File: src/rtl/rv2t_ctl_pkg.sv
`default_nettype none
// ============================================================================
// Module      : rv2t_ctl_pkg
// Description : Shared control definitions for the RV2T stage sequencer:
//               FSM state encodings, trap cause codes and a helper that sizes
//               the MEM_WAIT timeout counter.
// Revision    : 1.0 - initial release
// ============================================================================
package rv2t_ctl_pkg;

  // Sequencer states; the numeric values are visible on the debug port
  typedef enum logic [2:0] {
    ST_IDLE        = 3'd0,
    ST_FETCH       = 3'd1,
    ST_DECODE      = 3'd2,
    ST_EXECUTE     = 3'd3,
    ST_MEM_WAIT    = 3'd4,
    ST_MULDIV_WAIT = 3'd5,
    ST_WRITEBACK   = 3'd6,
    ST_SLEEP       = 3'd7
  } rv2t_state_e;

  // Trap cause codes (RISC-V mcause numbering)
  localparam logic [3:0] c_CAUSE_NONE        = 4'd0;
  localparam logic [3:0] c_CAUSE_ILLEGAL     = 4'd2;
  localparam logic [3:0] c_CAUSE_LOAD_FAULT  = 4'd5;
  localparam logic [3:0] c_CAUSE_STORE_FAULT = 4'd7;
  localparam logic [3:0] c_CAUSE_M_IRQ       = 4'd11;

  // Counter width able to hold the value max_count (never narrower than 1)
  function automatic int timeout_width(input int max_count);
    if (max_count < 1) begin
      return 1;
    end
    return $clog2(max_count + 1);
  endfunction

endpackage
`default_nettype wire

File: src/rtl/rv2t_mem_timeout.sv
`default_nettype none
// ============================================================================
// Module      : rv2t_mem_timeout
// Description : Saturating cycle counter for the MEM_WAIT state. Counts up
//               from zero while enabled and flags when MAX_COUNT is reached.
//               A synchronous clear takes priority over counting.
// Revision    : 1.0 - initial release
// ============================================================================
module rv2t_mem_timeout
  import rv2t_ctl_pkg::*;
#(
  parameter int MAX_COUNT = 255
) (
  input  logic clk,
  input  logic reset_n,
  input  logic clear,
  input  logic enable,
  output logic expired
);

  localparam int                 CNT_W   = timeout_width(MAX_COUNT);
  localparam logic [CNT_W-1:0]   c_LIMIT = CNT_W'(MAX_COUNT);
  localparam logic [CNT_W-1:0]   c_ONE   = CNT_W'(1);

  logic [CNT_W-1:0] r_count;

  // Count cycles while enabled; hold at the limit so expired stays asserted
  always_ff @(posedge clk or negedge reset_n) begin
    if (!reset_n) begin
      r_count <= '0;
    end else if (clear) begin
      r_count <= '0;
    end else if (enable && !expired) begin
      r_count <= r_count + c_ONE;
    end
  end

  assign expired = (r_count == c_LIMIT);

endmodule
`default_nettype wire

File: src/rtl/rv2t_stage_sequencer.sv
`default_nettype none
// ============================================================================
// Module      : rv2t_stage_sequencer
// Description : Multi-cycle pipeline stage sequencer for the RV2T core.
//               Walks each instruction through FETCH, DECODE, EXECUTE, an
//               optional wait state (memory, mul/div or WFI sleep) and
//               WRITEBACK, producing one-cycle stage strobes and the trap
//               entry strobe with its cause code.
//               Optional feature macro: RV2T_HW_MUL_DIV_EN
//                 defined   - mul/div ops wait in MULDIV_WAIT for muldiv_done
//                 undefined - mul/div ops trap as illegal instructions
// Revision    : 1.0 - initial release
// ============================================================================
module rv2t_stage_sequencer
  import rv2t_ctl_pkg::*;
#(
  parameter int MEM_TIMEOUT = 255
) (
  input  logic       clk,
  input  logic       reset_n,
  input  logic       sync_reset,
  input  logic       run,
  input  logic       fetch_done,
  input  logic       ctl_LOAD,
  input  logic       ctl_STORE,
  input  logic       ctl_MUL_DIV_FUNCT3,
  input  logic       ctl_WFI,
  input  logic       ctl_MRET,
  input  logic       illegal_instr,
  input  logic       mem_done,
  input  logic       muldiv_done,
  input  logic       irq_pending,
  output logic       fetch_enable,
  output logic       decode_enable,
  output logic       exe_enable,
  output logic       mem_enable,
  output logic       wb_enable,
  output logic       trap_enable,
  output logic [3:0] trap_cause,
  output logic [2:0] state
);

  rv2t_state_e r_state;
  rv2t_state_e w_next_state;

  logic       r_fetch_enable;
  logic       r_decode_enable;
  logic       r_exe_enable;
  logic       r_mem_enable;
  logic       r_wb_enable;
  logic       r_trap_enable;
  logic [3:0] r_trap_cause;

  // Remembers whether the access now in MEM_WAIT is a store (fault cause 7)
  logic       r_is_store;

  // Exception detected on the transition into WRITEBACK
  logic       w_wb_exc;
  logic [3:0] w_wb_cause;
  logic       w_enter_wb;

  logic       w_cnt_clear;
  logic       w_cnt_enable;
  logic       w_mem_expired;

  // MRET needs no sequencing beyond the plain path; mul/div completion is
  // only meaningful when the hardware unit is present
`ifdef RV2T_HW_MUL_DIV_EN
  logic w_unused_inputs;
  assign w_unused_inputs = ctl_MRET;
`else
  logic w_unused_inputs;
  assign w_unused_inputs = ctl_MRET ^ muldiv_done;
`endif

  // The timeout counter runs only inside MEM_WAIT and restarts from zero on
  // every entry because it is held clear in all other states
  assign w_cnt_enable = (r_state == ST_MEM_WAIT);
  assign w_cnt_clear  = sync_reset || (r_state != ST_MEM_WAIT);

  rv2t_mem_timeout #(
    .MAX_COUNT (MEM_TIMEOUT)
  ) u_mem_timeout (
    .clk     (clk),
    .reset_n (reset_n),
    .clear   (w_cnt_clear),
    .enable  (w_cnt_enable),
    .expired (w_mem_expired)
  );

  // Next-state selection and exception detection for the WRITEBACK entry
  always_comb begin
    w_next_state = r_state;
    w_wb_exc     = 1'b0;
    w_wb_cause   = c_CAUSE_NONE;
    case (r_state)
      ST_IDLE: begin
        if (run) begin
          w_next_state = ST_FETCH;
        end
      end
      ST_FETCH: begin
        if (fetch_done) begin
          w_next_state = ST_DECODE;
        end
      end
      ST_DECODE: begin
        w_next_state = ST_EXECUTE;
      end
      ST_EXECUTE: begin
        if (illegal_instr) begin
          w_next_state = ST_WRITEBACK;
          w_wb_exc     = 1'b1;
          w_wb_cause   = c_CAUSE_ILLEGAL;
        end else if (ctl_LOAD || ctl_STORE) begin
          w_next_state = ST_MEM_WAIT;
        end else if (ctl_MUL_DIV_FUNCT3) begin
`ifdef RV2T_HW_MUL_DIV_EN
          w_next_state = ST_MULDIV_WAIT;
`else
          w_next_state = ST_WRITEBACK;
          w_wb_exc     = 1'b1;
          w_wb_cause   = c_CAUSE_ILLEGAL;
`endif
        end else if (ctl_WFI) begin
          w_next_state = ST_SLEEP;
        end else begin
          w_next_state = ST_WRITEBACK;
        end
      end
      ST_MEM_WAIT: begin
        // A completion arriving on the timeout cycle is not a fault
        if (mem_done) begin
          w_next_state = ST_WRITEBACK;
        end else if (w_mem_expired) begin
          w_next_state = ST_WRITEBACK;
          w_wb_exc     = 1'b1;
          w_wb_cause   = r_is_store ? c_CAUSE_STORE_FAULT : c_CAUSE_LOAD_FAULT;
        end
      end
      ST_MULDIV_WAIT: begin
`ifdef RV2T_HW_MUL_DIV_EN
        if (muldiv_done) begin
          w_next_state = ST_WRITEBACK;
        end
`else
        w_next_state = ST_IDLE;
`endif
      end
      ST_SLEEP: begin
        if (irq_pending) begin
          w_next_state = ST_WRITEBACK;
        end
      end
      ST_WRITEBACK: begin
        w_next_state = run ? ST_FETCH : ST_IDLE;
      end
      default: begin
        w_next_state = ST_IDLE;
      end
    endcase
  end

  assign w_enter_wb = (w_next_state == ST_WRITEBACK);

  // State register with registered stage strobes; each strobe is raised on
  // the edge that enters its state, so it covers that state's first cycle
  always_ff @(posedge clk or negedge reset_n) begin
    if (!reset_n) begin
      r_state         <= ST_IDLE;
      r_fetch_enable  <= 1'b0;
      r_decode_enable <= 1'b0;
      r_exe_enable    <= 1'b0;
      r_mem_enable    <= 1'b0;
      r_wb_enable     <= 1'b0;
      r_trap_enable   <= 1'b0;
      r_trap_cause    <= c_CAUSE_NONE;
      r_is_store      <= 1'b0;
    end else if (sync_reset) begin
      r_state         <= ST_IDLE;
      r_fetch_enable  <= 1'b0;
      r_decode_enable <= 1'b0;
      r_exe_enable    <= 1'b0;
      r_mem_enable    <= 1'b0;
      r_wb_enable     <= 1'b0;
      r_trap_enable   <= 1'b0;
      r_is_store      <= 1'b0;
    end else begin
      r_state         <= w_next_state;
      r_fetch_enable  <= (w_next_state == ST_FETCH)    && (r_state != ST_FETCH);
      r_decode_enable <= (w_next_state == ST_DECODE)   && (r_state != ST_DECODE);
      r_exe_enable    <= (w_next_state == ST_EXECUTE)  && (r_state != ST_EXECUTE);
      r_mem_enable    <= (w_next_state == ST_MEM_WAIT) && (r_state != ST_MEM_WAIT);

      // Exceptions suppress the register write and win over interrupts
      r_wb_enable     <= w_enter_wb && !w_wb_exc;
      r_trap_enable   <= w_enter_wb && (w_wb_exc || irq_pending);
      if (w_enter_wb && w_wb_exc) begin
        r_trap_cause <= w_wb_cause;
      end else if (w_enter_wb && irq_pending) begin
        r_trap_cause <= c_CAUSE_M_IRQ;
      end

      // Decode strobes may drop once EXECUTE is over, so capture the
      // access direction here; a load wins if both are flagged
      if (r_state == ST_EXECUTE) begin
        r_is_store <= ctl_STORE && !ctl_LOAD;
      end
    end
  end

  assign fetch_enable  = r_fetch_enable;
  assign decode_enable = r_decode_enable;
  assign exe_enable    = r_exe_enable;
  assign mem_enable    = r_mem_enable;
  assign wb_enable     = r_wb_enable;
  assign trap_enable   = r_trap_enable;
  assign trap_cause    = r_trap_cause;
  assign state         = r_state;

endmodule
`default_nettype wire

File: config.mk
export PLATFORM = sky130hd
export DESIGN_NAME = rv2t_stage_sequencer
export DESIGN_NICKNAME = d
export VERILOG_FILES = /design/src/rtl/rv2t_ctl_pkg.sv /design/src/rtl/rv2t_mem_timeout.sv /design/src/rtl/rv2t_stage_sequencer.sv
export SDC_FILE = /design/constraint.sdc
export NUM_CORES = 1
export LEC_CHECK = 0
export ABC_AREA = 1
export CAP_MARGIN = 10
export CORE_ASPECT_RATIO = 2
export CORE_MARGIN = 4
export CORE_UTILIZATION = 47
export CTS_CLUSTER_SIZE = 24
export DETAILED_ROUTE_END_ITERATION = 12
export PLACE_DENSITY = 0.75
export SLEW_MARGIN = 20
export SYNTH_ARGS = -nofsm -noshare
export SYNTH_HDL_FRONTEND = slang
export SYNTH_HIERARCHICAL = 1
export SYNTH_SLANG_ARGS = --single-unit
File: constraint.sdc
create_clock -name clk -period 4.3 [get_ports clk]
set_clock_uncertainty 0.1 [all_clocks]
set_input_delay 0.86 -clock clk [delete_from_list [all_inputs] [get_ports clk]]
set_output_delay 0.86 -clock clk [all_outputs]
set_load 0.02 [all_outputs]
==> results of run 1 <==
[synth_stat cells]
library cell / n
inv_2: 3
nor4_1: 1
nand2_4: 4
nand3_1: 15
nor2_4: 3
nand3b_1: 1
nand2_1: 39
o21ai_1: 2
o211ai_1: 1
nand2_2: 2
nor3_1: 2
dfrtp_1: 22
nand3_2: 3
clkbuf_1: 1
inv_1: 19
a21oi_1: 3
clkinv_2: 1
ha_1: 1
buf_4: 1
o21ai_0: 2
nand4_1: 7
nor2_2: 2
xor2_1: 1
clkinv_4: 1
nor2_8: 1
and3_1: 1
nor3_2: 1
o21bai_1: 1
nor2_1: 18
[power breakdown]
part / switching [mW] / internal, mW
registers: 0.00990 / 0.216
clock network: 0.0612 / 0.0624
logic: 0.0534 / 0.0391
[per-stage QoR]
step,area (µm²),util
after floorplan,1260,-
after global placement,1520,0.592
after detailed placement,1520,0.592
after CTS,1560,0.608
after global routing,1560,0.606
final,1560,0.606
[per-layer routing]
| metal | global-route usage | share of wire | wire [µm] | up-vias |
|---|---|---|---|---|
| met5 | 0 | 0 | 0 | - |
| met4 | 0.0785 | 0.0079 | 21 | 0 |
| met3 | 0.0222 | 0.030 | 81 | 2 |
| met2 | 0.349 | 0.60 | 1600 | 20 |
| met1 | 0.160 | 0.36 | 961 | 516 |
| li1 | - | - | - | 556 |
[placed cells by master (no fill, tap or decap)]
cell type,Yosys,final
clkinv_4,1,1
o21bai_1,1,1
nand4_1,7,7
o21ai_0,2,2
buf_2,0,1
nor2_8,1,1
nor2_4,3,3
xor2_1,1,1
and3_1,1,1
nor3_2,1,1
clkbuf_8,0,3
nand2_4,4,4
dfrtp_1,22,22
nand3_1,15,15
o21ai_1,2,2
nand2_2,2,2
ha_1,1,1
nand2_1,39,39
nor3_1,2,2
clkdlybuf4s50_1,0,23
nor2_2,2,2
nor4_1,1,1
nand3b_1,1,1
inv_1,19,19
a21oi_1,3,3
nand3_2,3,3
o211ai_1,1,1
inv_2,3,3
nor2_1,18,18
clkinv_2,1,1
[final cells by class]
class,instances,area share
repair buffers,24,0.151
flip-flops and latches,22,0.354
multi-input cells,111,0.384
clock buffers,3,0.0265
inverters,24,0.0619
well taps,28,0.0225
[registers in the layout, summed over array words and instances, names as in the netlist]
name	cells
state	3
exe_enable	1
wb_enable	1
mem_enable	1
trap_cause	4
r_is_store	1
fetch_enable	1
decode_enable	1
trap_enable	1
u_mem_timeout/r_count	8
[how the worst max path moves through the flow]
stage	end	slack, ns	startpoint	depth (start not counted)
5_1_grt	state[2]	1.80	state[2]	1
2_1_floorplan	u_mem_timeout/r_count[7]	2.42	sync_reset	8
6_report	state[2]	1.86	state[2]	1
3_5_place_dp	u_mem_timeout/r_count[1]	1.81	sync_reset	8
3_3_place_gp	u_mem_timeout/r_count[7]	1.83	sync_reset	8
4_1_cts	state[2]	1.85	state[2]	1
[kinds of logic after synthesis]
family                     after synthesis  share of synthesized area
and+or+nand+nor                        100                      0.419
adders and majority gates                1                    0.00996
AOI/OAI and AO/OA                        9                     0.0398
buffers and inverters                   26                     0.0857
DFF                                     22                      0.438
xor gates and xnor gates                 1                    0.00697
==> results.sh, run 1 <==
export IMPL_synthToLayoutAreaGrowth_pct=23.9
export IMPL_holdWs_ns=0.371
export IMPL_synth_nets=174
export IMPL_cts_tree="done"
export IMPL_final_hold_viol_count=0
export IMPL_final_nets=201
export IMPL_critPathSlowestCell="clkdlybuf4s50_1"
export IMPL_dpl_worst_slack_ns=1.81
export IMPL_core_um2=2570
export IMPL_finalPower_mw=0.442
export IMPL_cts_inserted_buffers=3
export IMPL_insertion_delay_ns=0.26
export IMPL_start_util=0.489
export IMPL_min_delay_start="trap_cause[2]"
export IMPL_antenna_found_initial=0
export IMPL_hold_path_class="register to register"
export IMPL_rsz0062_at_grt="false"
export IMPL_row_count=26
export IMPL_hpwl_mm=2.20
export IMPL_maxSlewHeadroom=0.620
export IMPL_diodes=0
export IMPL_grt_ovfl_total=0
export IMPL_grt_max_degree=23
export IMPL_die_x_um=44.6
export IMPL_start_kind="register"
export IMPL_synthTopCellsByArea="dfrtp_1 (44%), nand2_1 (12%), nand3_1 (6.0%), inv_1 (5.7%), nor2_1 (5.4%)"
export IMPL_cp_top_family="buffers and inverters"
export IMPL_worstPathRequired_ns=3.34
export IMPL_dieArea_um2=3610
export IMPL_wl_per_cell_um=12.5
export IMPL_synth_seq_cells=22
export IMPL_first_pass_iters=5
export IMPL_r2r_cells=8
export IMPL_cts_setup_buffers=0
export IMPL_multi_input_area_um2=598
export IMPL_r2r_start="state[2]"
export IMPL_ys_warn_count=6
export IMPL_worst_pin_slew_ns=0.567
export IMPL_grt_pass1_wl_mm=4.75
export IMPL_ctsHtreeMaxLevel=1
export IMPL_synth_top_area_frac=0.438
export IMPL_clock_sinks=22
export IMPL_avgSynthCellArea_um2=7.90
export IMPL_period_share=0.568
export IMPL_min_path_cells=2
export IMPL_max_clock_freq_mhz=409
export IMPL_ys_seq_area_frac=0.438
export IMPL_synth_largest_area_cell="dfrtp_1"
export IMPL_finalSetupViolCount=0
export IMPL_dp_cells=209
export IMPL_grt_pass1_vias=1181
export IMPL_cap_violations=0
export IMPL_status="complete, no violations"
export IMPL_timing_rr_end="u_mem_timeout/r_count[3]"
export IMPL_ys_types=29
export IMPL_syn_instance_count=159
export IMPL_power_leakage_nw=0.811
export IMPL_vias=1094
export IMPL_n_fill_cell=237
export IMPL_drv_slew=0
export IMPL_fin_crit_ns=2.44
export IMPL_grt_usage=0.174
export IMPL_cp_cell_sequence="clkdlybuf4s50_1"
export IMPL_path_buf_inv=1
export IMPL_criticalPathCategory="register to primary output"
export IMPL_layout_drive_gt1_share=0.136
export IMPL_gp_congestion=0.824
export IMPL_postCtsHoldBufs=0
export IMPL_tns_ns=0
export IMPL_seq_area_um2=551
export IMPL_setup_ws_ns=1.86
export IMPL_path_clk_slew_ns=0.07
export IMPL_cp_max_fo=9
export IMPL_viasPerCell=5.16
export IMPL_drt_first_iter_violations=10
export IMPL_stdcell_count=212
export IMPL_io_buffers=24
export IMPL_clk_path_buf_depth=2
export IMPL_vdd_drop_max_uv=183
export IMPL_cellPowerDensity_nw_per_um2=284
export IMPL_wl_mm=2.66
export IMPL_endpoint_kind="primary output"
export IMPL_critPathMaxStageDelay_ns=0.67
export IMPL_drc_errors=0
export IMPL_ios=27
export IMPL_die_y_um=81.1
export IMPL_hold_end="trap_cause[2]"
export IMPL_cts_resized=0
export IMPL_cp_arrival_ns=1.48
export IMPL_ant_nets=0
export IMPL_syn_area_um2=1260
export IMPL_cts_root_buf="clkbuf_8"
export IMPL_r2r_slack_ns=2.23
No activity file was read; power rests on OpenSTA's default activity.
==> run 2, diff against run 1 <==
--- a/config.mk
+++ b/config.mk
@@ -9,7 +9,7 @@
 export CAP_MARGIN = 10
 export CORE_ASPECT_RATIO = 2
 export CORE_MARGIN = 4
-export CORE_UTILIZATION = 47
+export CORE_UTILIZATION = 45
 export CTS_CLUSTER_SIZE = 24
 export DETAILED_ROUTE_END_ITERATION = 12
 export PLACE_DENSITY = 0.75
==> constraint.sdc (replaced) <==
create_clock -name clk -period 2.1 [get_ports clk]
set_clock_uncertainty 0.1 [all_clocks]
set_input_delay 0.42 -clock clk [delete_from_list [all_inputs] [get_ports clk]]
set_output_delay 0.42 -clock clk [all_outputs]
set_load 0.02 [all_outputs]
==> run 2 against run 1 <==
Register-to-register slack lost 2.1 ns. Design area is 4.2% higher. Highest routed layer unchanged. Critical path type unchanged. Global-route usage is 0.71 points lower. Combinational power grew 110%. Via count up 1.6%. Sequential power is 100% higher. Worst setup slack worse by 1.7 ns. Total power rose by 140%. Wire length increased by 3.3%. Non-clock buffer count grew 4. Sequential cell count is the same. Hold slack better by 0.011 ns.
==> results.sh, run 2 (synthesis gave the netlist of run 1 again) <==
export IMPL_stdcell_count=217
export IMPL_critPathMaxStageDelay_ns=0.67
export IMPL_start_util=0.483
export IMPL_finalSetupViolCount=0
export IMPL_start_kind="register"
export IMPL_path_buf_inv=1
export IMPL_hold_path_class="register to register"
export IMPL_wl_per_cell_um=12.7
export IMPL_cp_arrival_ns=1.44
export IMPL_hpwl_mm=2.27
export IMPL_drt_first_iter_violations=25
export IMPL_cts_inserted_buffers=3
export IMPL_setup_ws_ns=0.137
export IMPL_first_pass_iters=4
export IMPL_diodes=0
export IMPL_holdWs_ns=0.382
export IMPL_vias=1111
export IMPL_ctsHtreeMaxLevel=1
export IMPL_clock_sinks=22
export IMPL_io_buffers=24
export IMPL_tns_ns=0
export IMPL_maxSlewHeadroom=0.770
export IMPL_clk_path_buf_depth=2
export IMPL_worstPathRequired_ns=1.58
export IMPL_grt_ovfl_total=0
export IMPL_row_count=26
export IMPL_layout_drive_gt1_share=0.153
export IMPL_fin_crit_ns=1.96
export IMPL_viasPerCell=5.12
export IMPL_n_fill_cell=240
export IMPL_grt_pass1_wl_mm=4.69
export IMPL_timing_rr_end="trap_cause[0]"
export IMPL_dieArea_um2=3750
export IMPL_cts_resized=0
export IMPL_critPathSlowestCell="clkdlybuf4s50_1"
export IMPL_r2r_cells=12
export IMPL_cp_max_fo=8
export IMPL_period_share=0.935
export IMPL_drv_slew=0
export IMPL_ant_nets=0
export IMPL_die_x_um=45.4
export IMPL_grt_pass1_vias=1144
export IMPL_cts_tree="done"
export IMPL_status="complete, no violations"
export IMPL_largest_reg_flops=8
export IMPL_layout_common_cells="nand2_1 (39), clkdlybuf4s50_1 (24), dfrtp_1 (22)"
export IMPL_cellPowerDensity_nw_per_um2=648
export IMPL_synthToLayoutAreaGrowth_pct=29.1
export IMPL_cp_cell_sequence="clkdlybuf4s50_1"
export IMPL_path_clk_slew_ns=0.09
export IMPL_grt_usage=0.167
export IMPL_rsz0062_at_grt="false"
export IMPL_insertion_delay_ns=0.26
export IMPL_power_leakage_nw=0.846
export IMPL_cp_top_family="buffers and inverters"
export IMPL_cts_root_buf="clkbuf_8"
export IMPL_dp_cells=213
export IMPL_largest_register="u_mem_timeout/r_count"
export IMPL_grt_max_degree=23
export IMPL_gp_congestion=0.873
export IMPL_finalPower_mw=1.05
export IMPL_die_y_um=82.7
export IMPL_dpl_worst_slack_ns=0.176
export IMPL_min_path_cells=2
export IMPL_vdd_drop_max_uv=430
export IMPL_antenna_found_initial=0
export IMPL_cts_setup_buffers=0
export IMPL_criticalPathCategory="register to primary output"
export IMPL_core_um2=2600
export IMPL_min_delay_start="trap_cause[2]"
export IMPL_drc_errors=0
export IMPL_r2r_start="u_mem_timeout/r_count[1]"
export IMPL_ios=27
export IMPL_max_clock_freq_mhz=510
export IMPL_cap_violations=0
export IMPL_final_common_cell="nand2_1"
export IMPL_r2r_slack_ns=0.17
export IMPL_final_hold_viol_count=0
export IMPL_wl_mm=2.75
export IMPL_final_nets=205
export IMPL_hold_end="trap_cause[2]"
export IMPL_worst_pin_slew_ns=0.345
export IMPL_postCtsHoldBufs=0
export IMPL_endpoint_kind="primary output"
## run 2: cell count changes in the layout (fill, tap and decap cells not counted)
cell	change
buf_4	+4
clkdlybuf4s50_1	+1
bufinv_16	+1
buf_2	-1
## run 2: where the power goes
group	internal, mW	total, mW	leakage (nW)	switching (mW)
sequential	0.442	0.461	0.304	0.0191
combinational	0.0849	0.195	0.506	0.110
clock	0.255	0.395	0.0357	0.140
total	0.781	1.05	0.846	0.269
## run 2: cell type report
class	instances	area [µm²]	area share
multi-input cells	111	598	0.369
clock inverters	1	30.0	0.0185
clock buffers	3	41.3	0.0255
repair buffers	28	270	0.167
inverters	24	96.3	0.0594
flip-flops and latches	22	551	0.340
well taps	28	35.0	0.0216
## run 2: metal layers
metal  global-route usage  wire [µm]
met5                    0          0
met4               0.0528         32
met3               0.0195         80
met2                0.341       1660
met1                0.160        975
## run 2: how the worst max path moves through the flow
stage,from,end,slack (ns),cells past startpoint
detailed placement,ctl_STORE,trap_cause[0],0.18,9
finish,state[1],state[1],0.14,1
global placement,irq_pending,trap_cause[0],0.24,10
global route,u_mem_timeout/r_count[1],trap_cause[2],0.05,12
floorplan,state[2],u_mem_timeout/r_count[3],0.31,8
CTS,state[1],state[1],0.13,1
## run 2: stage by stage
stage | util | cell area [µm²]
2_1_floorplan | - | 1260
3_3_place_gp | 0.596 | 1550
3_5_place_dp | 0.596 | 1550
4_1_cts | 0.623 | 1620
5_1_grt | 0.623 | 1620
6_report | 0.623 | 1620
